[src/rtl/ren_result_pack.sv]
// Result drain/requantise: reads 20-bit results, optional ReLU, >>> shift, saturate to int8, packs 4 per word.
// Latency: 2 cycles per result (FETCH, CAPTURE) plus >=1 cycle per packed word in OUT; all outputs registered.
// Backpressure: while OUT waits on out_ready, no reads are issued and every output is held constant.
module ren_result_pack #(
  parameter int RSLT_ADDR_WIDTH = 6,
  parameter int RSLT_DWIDTH     = 20,
  parameter int CNT_WIDTH       = 7
) (
  input  logic                       wb_clk_i,
  input  logic                       wb_rst_i,
  input  logic                       start,
  input  logic [CNT_WIDTH-1:0]       count,
  input  logic [3:0]                 shift,
  input  logic                       relu_en,
  output logic                       rd_en,
  output logic [RSLT_ADDR_WIDTH-1:0] rd_addr,
  input  logic [RSLT_DWIDTH-1:0]     rd_data,
  output logic                       out_valid,
  input  logic                       out_ready,
  output logic [31:0]                out_data,
  output logic                       out_last,
  output logic                       busy,
  output logic                       done,
  output logic [CNT_WIDTH-1:0]       sat_cnt
);

  typedef enum logic [2:0] {
    S_IDLE    = 3'd0,
    S_FETCH   = 3'd1,
    S_CAPTURE = 3'd2,
    S_OUT     = 3'd3,
    S_FIN     = 3'd4
  } state_t;

  localparam logic signed [RSLT_DWIDTH-1:0] SAT_MAX = RSLT_DWIDTH'(127);
  localparam logic signed [RSLT_DWIDTH-1:0] SAT_MIN = -(RSLT_DWIDTH'(128));

  state_t                     state_q, state_d;
  logic [CNT_WIDTH-1:0]       cnt_q, cnt_d;
  logic [3:0]                 shift_q, shift_d;
  logic                       relu_q, relu_d;
  logic [CNT_WIDTH-1:0]       idx_q, idx_d;
  logic [31:0]                pack_q, pack_d;
  logic [CNT_WIDTH-1:0]       sat_q, sat_d;
  logic                       rd_en_q, rd_en_d;
  logic [RSLT_ADDR_WIDTH-1:0] rd_addr_q, rd_addr_d;
  logic                       out_valid_q, out_valid_d;
  logic                       out_last_q, out_last_d;
  logic                       busy_q, busy_d;
  logic                       done_q, done_d;

  logic                          hs;
  logic                          last_idx;
  logic signed [RSLT_DWIDTH-1:0] v_relu;
  logic signed [RSLT_DWIDTH-1:0] v_shift;
  logic [7:0]                    byte_val;
  logic                          clamp;

  assign hs       = (state_q == S_OUT) && out_ready;
  // The result being captured is the last of the drain.
  assign last_idx = ((idx_q + CNT_WIDTH'(1)) == cnt_q);

  // Requantise the returning RAM word: ReLU, floor shift, clamp to int8.
  always_comb begin
    v_relu = $signed(rd_data);
    if (relu_q && v_relu[RSLT_DWIDTH-1]) begin
      v_relu = '0;
    end
    v_shift  = v_relu >>> shift_q;
    byte_val = v_shift[7:0];
    clamp    = 1'b0;
    if (v_shift > SAT_MAX) begin
      byte_val = 8'h7F;
      clamp    = 1'b1;
    end else if (v_shift < SAT_MIN) begin
      byte_val = 8'h80;
      clamp    = 1'b1;
    end
  end

  // Next-state logic.
  always_comb begin
    state_d = state_q;
    case (state_q)
      S_IDLE:    if (start) state_d = (count == '0) ? S_FIN : S_FETCH;
      S_FETCH:   state_d = S_CAPTURE;
      S_CAPTURE: state_d = ((idx_q[1:0] == 2'd3) || last_idx) ? S_OUT : S_FETCH;
      S_OUT:     if (out_ready) state_d = out_last_q ? S_FIN : S_FETCH;
      S_FIN:     state_d = S_IDLE;
      default:   state_d = S_IDLE;
    endcase
  end

  // Datapath and registered-output next values, derived from the state being entered.
  always_comb begin
    cnt_d       = cnt_q;
    shift_d     = shift_q;
    relu_d      = relu_q;
    idx_d       = idx_q;
    pack_d      = pack_q;
    sat_d       = sat_q;
    out_last_d  = out_last_q;
    rd_addr_d   = rd_addr_q;

    case (state_q)
      S_IDLE: begin
        if (start) begin
          sat_d      = '0;
          out_last_d = 1'b0;
          if (count != '0) begin
            cnt_d   = count;
            shift_d = shift;
            relu_d  = relu_en;
            idx_d   = '0;
            pack_d  = '0;
          end
        end
      end
      S_CAPTURE: begin
        pack_d[{idx_q[1:0], 3'b000} +: 8] = byte_val;
        if (clamp && (sat_q != '1)) begin
          sat_d = sat_q + CNT_WIDTH'(1);
        end
        idx_d      = idx_q + CNT_WIDTH'(1);
        out_last_d = last_idx;
      end
      S_OUT: begin
        if (hs) begin
          pack_d     = '0;
          out_last_d = 1'b0;
        end
      end
      default: ;
    endcase

    rd_en_d     = (state_d == S_FETCH);
    if (state_d == S_FETCH) begin
      rd_addr_d = idx_d[RSLT_ADDR_WIDTH-1:0];
    end
    out_valid_d = (state_d == S_OUT);
    busy_d      = (state_d != S_IDLE);
    done_d      = (state_d == S_FIN);
  end

  // State, datapath and output registers; reset aborts any drain in progress.
  always_ff @(posedge wb_clk_i or negedge wb_rst_i) begin
    if (!wb_rst_i) begin
      state_q     <= S_IDLE;
      cnt_q       <= '0;
      shift_q     <= '0;
      relu_q      <= 1'b0;
      idx_q       <= '0;
      pack_q      <= '0;
      sat_q       <= '0;
      rd_en_q     <= 1'b0;
      rd_addr_q   <= '0;
      out_valid_q <= 1'b0;
      out_last_q  <= 1'b0;
      busy_q      <= 1'b0;
      done_q      <= 1'b0;
    end else begin
      state_q     <= state_d;
      cnt_q       <= cnt_d;
      shift_q     <= shift_d;
      relu_q      <= relu_d;
      idx_q       <= idx_d;
      pack_q      <= pack_d;
      sat_q       <= sat_d;
      rd_en_q     <= rd_en_d;
      rd_addr_q   <= rd_addr_d;
      out_valid_q <= out_valid_d;
      out_last_q  <= out_last_d;
      busy_q      <= busy_d;
      done_q      <= done_d;
    end
  end

  assign rd_en     = rd_en_q;
  assign rd_addr   = rd_addr_q;
  assign out_valid = out_valid_q;
  assign out_data  = pack_q;
  assign out_last  = out_last_q;
  assign busy      = busy_q;
  assign done      = done_q;
  assign sat_cnt   = sat_q;

endmodule

[config.mk]
export PLATFORM = sky130hd
export DESIGN_NAME = ren_result_pack
export DESIGN_NICKNAME = d
export VERILOG_FILES = /design/src/rtl/ren_result_pack.sv
export SDC_FILE = /design/constraint.sdc
export NUM_CORES = 1
export LEC_CHECK = 0
export ABC_AREA = 1
export ABC_CLOCK_PERIOD_IN_PS = 2900
export CAP_MARGIN = 40
export CELL_PAD_IN_SITES_DETAIL_PLACEMENT = 1
export CELL_PAD_IN_SITES_GLOBAL_PLACEMENT = 1
export CORE_MARGIN = 3
export CORE_UTILIZATION = 38
export CTS_CLUSTER_DIAMETER = 60
export DETAILED_ROUTE_END_ITERATION = 10
export PLACE_DENSITY = 0.8
export SYNTH_ARGS = -nofsm -noshare
export SYNTH_HDL_FRONTEND = slang
export SYNTH_SLANG_ARGS = --single-unit
[constraint.sdc]
create_clock -name wb_clk_i -period 2.9 [get_ports wb_clk_i]
set_clock_uncertainty 0.1 [all_clocks]
set_input_delay 0.58 -clock wb_clk_i [delete_from_list [all_inputs] [get_ports wb_clk_i]]
set_output_delay 0.58 -clock wb_clk_i [all_outputs]
set_load 0.005 [all_outputs]
==> results.json <==
{
  "outcome": "finished, final reports clean",
  "antenna_found_initial": 0,
  "die_h_um": 114.8,
  "num_vias": 4525,
  "routed_via_density": 5.317,
  "drtIter0Drc": 210,
  "clk_path_buf_depth": 2,
  "drc_errors": 0,
  "worst_ep_required_time_ns": 3.03,
  "grt_max_degree": 36,
  "cts_buffers": 9,
  "async_flop_share_pct": 100.0,
  "max_stage_delay_ns": 0.46,
  "htreeDepth": 3,
  "synthCells": 612,
  "slew_viol_final": 0,
  "fin_cells": 851,
  "drive_gt1_share_pct": 11.58,
  "yosys_warnings": 0,
  "ys.flop_type": "dfrtp_1",
  "grt_overflow": 0,
  "drtPass1Iterations": 4,
  "critPathLaunchType": "register",
  "ys_ff_latch": 72,
  "worst_pin_slew_ns": 0.7249,
  "diodes": 0,
  "port_buffers": 85,
  "cts_root_buf": "clkbuf_16",
  "syn-num-nets": 653,
  "cts_tree": "done",
  "clkLatencyLatePin_ns": 0.33,
  "drt_wl_total_mm": 13.98,
  "crit_arrival_ns": 2.66,
  "yosysSeqAreaShare_pct": 40.08,
  "crit_slowest_cell": "dfrtp_2",
  "post-route-min-period_ns": 2.534,
  "core_um2": 11470,
  "crit_chain": "inv_1, ha_1, xor2_1, nor3_1, nand3_1, a211oi_1, nand4_1, and2b_1, nand2_2, inv_1, nand2_1, nand2_1",
  "final.period_utilization_pct": 87.38,
  "pin_count": 86,
  "die_area_um2": 13170,
  "min_path_type": "input port to async pin",
  "post-dp-hpwl_mm": 10.41,
  "synth_edf_count": 0,
  "tns_ns": 0,
  "ys_types": 40,
  "hold_violations": 0,
  "dp_cells": 835,
  "grt_pass1_wl_mm": 23.25,
  "synth_area_per_cell_um2": 7.346,
  "path_clk_slew_ns": 0.06,
  "cts-hold-fix-buffers": 0,
  "drtAntennaViolNets": 0,
  "cts.sink_count": 72,
  "placementRows": 39,
  "wl_per_cell_um": 16.43,
  "finalSetupViolations": 0,
  "critical_path.max_fanout": 10,
  "grtUsageTotal_pct": 21.93,
  "power_density_nw_per_um2": 986.3,
  "die_w_um": 114.8,
  "crit_type": "register to register",
  "maxSlewHeadroom_pct": 51.62,
  "cap_viol_max_count": 0,
  "mappedNetlistArea_um2": 4496,
  "ir_drop_mv": 0.4460,
  "rsz0062_at_grt": "false",
  "grt_pass1_vias": 4715,
  "final_nets": 744,
  "p_leak_uw": 0.002840,
  "start_util_pct": 39.20,
  "gp_congestion": 0.8476,
  "area_delta_synth_final_pct": 30.53,
  "fmax_ghz": 0.3946,
  "worst_setup_path_end_kind": "register",
  "fillCellCount": 1449
}
-- critical path, delay by kind of cell (launching register included) --
| family | cells | cell delay, ns |
|---|---|---|
| adder cells (fa/ha/maj) | 1 | 0.35 |
| AO/OA/AOI/OAI | 1 | 0.20 |
| flip-flops | 1 | 0.46 |
| XOR/XNOR | 1 | 0.18 |
| AND/OR/NAND/NOR | 7 | 0.91 |
| buffers and inverters | 2 | 0.24 |
-- logic make-up (layout without fill, tap and decap cells) --
family                     after synthesis  in the layout  synth area share [%]
adders and majority gates                5              5                 1.392
xor gates and xnor gates                10             10                 1.948
and+or+nand+nor                        365            365                 38.58
buffers and inverters                   81            177                 8.099
muxes                                    1              1                0.2227
AOI/OAI and AO/OA                       78             78                 9.685
DFF                                     72             72                 40.08
-- per-layer routing --
metal | up-vias | track usage [%] | wire (um)
met5 | - | 0 | 0
li1 | 2214 | - | -
met2 | 91 | 36.94 | 6924
met3 | 13 | 4.947 | 525
met1 | 2207 | 29.03 | 6414
met4 | 0 | 4.851 | 114
-- cell type report --
class | count | area, um2 | share of cell area (%)
Multi-Input combinational cell | 459 | 2344 | 39.94
Sequential cell | 72 | 1803 | 30.72
Timing Repair Buffer | 105 | 998.5 | 17.01
Clock buffer | 11 | 252.7 | 4.307
Inverter | 56 | 212.7 | 3.625
Tap cell | 143 | 178.9 | 3.049
Clock inverter | 5 | 78.83 | 1.343
-- synthesized netlist by cell type (3+ instances only) --
master	count	share of area (%)
xor2_1	6	1.2
ha_1	5	1.4
nand3_1	83	9.2
clkbuf_1	7	0.58
nand2_1	184	15
buf_2	6	0.67
o22ai_1	7	0.97
buf_4	5	0.84
nand2_4	5	1.3
o21ai_0	40	4.5
nor2_1	32	2.7
dfrtp_1	72	40
nand4_1	18	2.5
inv_1	54	4.5
o211ai_1	3	0.50
xnor2_1	4	0.78
a21oi_1	9	1.0
o21ai_1	9	1.0
nand3_2	19	4.2
buf_6	4	1.0
nor3_1	3	0.33
nand2_2	14	1.9
-- layout by cell type, fill, tap and decap left out, types with 7 or more instances in the layout --
cell             synthesis  routed
dfrtp_1                 72      71
nand3_2                 19      19
nand3_1                 83      83
o21ai_0                 40      40
nand2_2                 14      13
nand4_1                 18      18
clkdlybuf4s50_1          0      83
o21ai_1                  9       9
nor2_1                  32      32
nand2_1                184     184
clkbuf_16                0       9
inv_1                   54      54
o22ai_1                  7       7
buf_4                    5      20
a21oi_1                  9       9
-- worst paths after layout --
| check | from | endpoint | slack (ns) | cells past startpoint |
|---|---|---|---|---|
| max | idx_q[0] | rd_addr[5] | 0.37 | 12 |
| min | wb_rst_i | rd_addr[4] | 0.07 | 1 |
| max reg2reg | idx_q[0] | rd_addr[5] | 0.37 | 12 |
| min reg2reg | rd_addr[3] | rd_addr[3] | 0.38 | 2 |
| max in group asynchronous | wb_rst_i | idx_q[0] | 1.80 | 2 |
| min in group wb_clk_i | rd_addr[3] | rd_addr[3] | 0.38 | 2 |
-- state kept, by name (all words and copies together), names as in the netlist, 3 cells and up --
| name | count |
|---|---|
| out_data | 32 |
| cnt_q | 7 |
| idx_q | 7 |
| sat_cnt | 7 |
| rd_addr | 6 |
| shift_q | 4 |
| state_q | 3 |
-- metrics by stage --
step                      hold WS, ns  total power [uW]  utilization (%)  setup slack (ns)  cell area [um2]
after floorplan                0.1844              3602                -            0.5734             4496
after global placement         0.3670              4428            48.13          -0.03591             5519
after detailed placement       0.3641              4530            48.13           -0.1483             5519
after CTS                     0.07822              5803            51.02            0.2051             5851
after global routing          0.09193              6296            51.17            0.1134             5868
final                         0.07423              5788            51.17            0.3660             5868
-- what timing repair did --
| action | 4_1_cts | 5_1_grt |
|---|---|---|
| setup buffers | 0 | 0 |
| resized for setup | 0 | 4 |
| endpoints found under the setup margin | 0 | 18 |
-- report_power, final --
part / internal (uW) / switching, uW / leakage [uW]
Clock: 798 / 430 / 0.000165
Sequential: 1210 / 164 / 0.000966
Combinational: 1090 / 2100 / 0.00171
No activity file was read; power rests on OpenSTA's default activity.
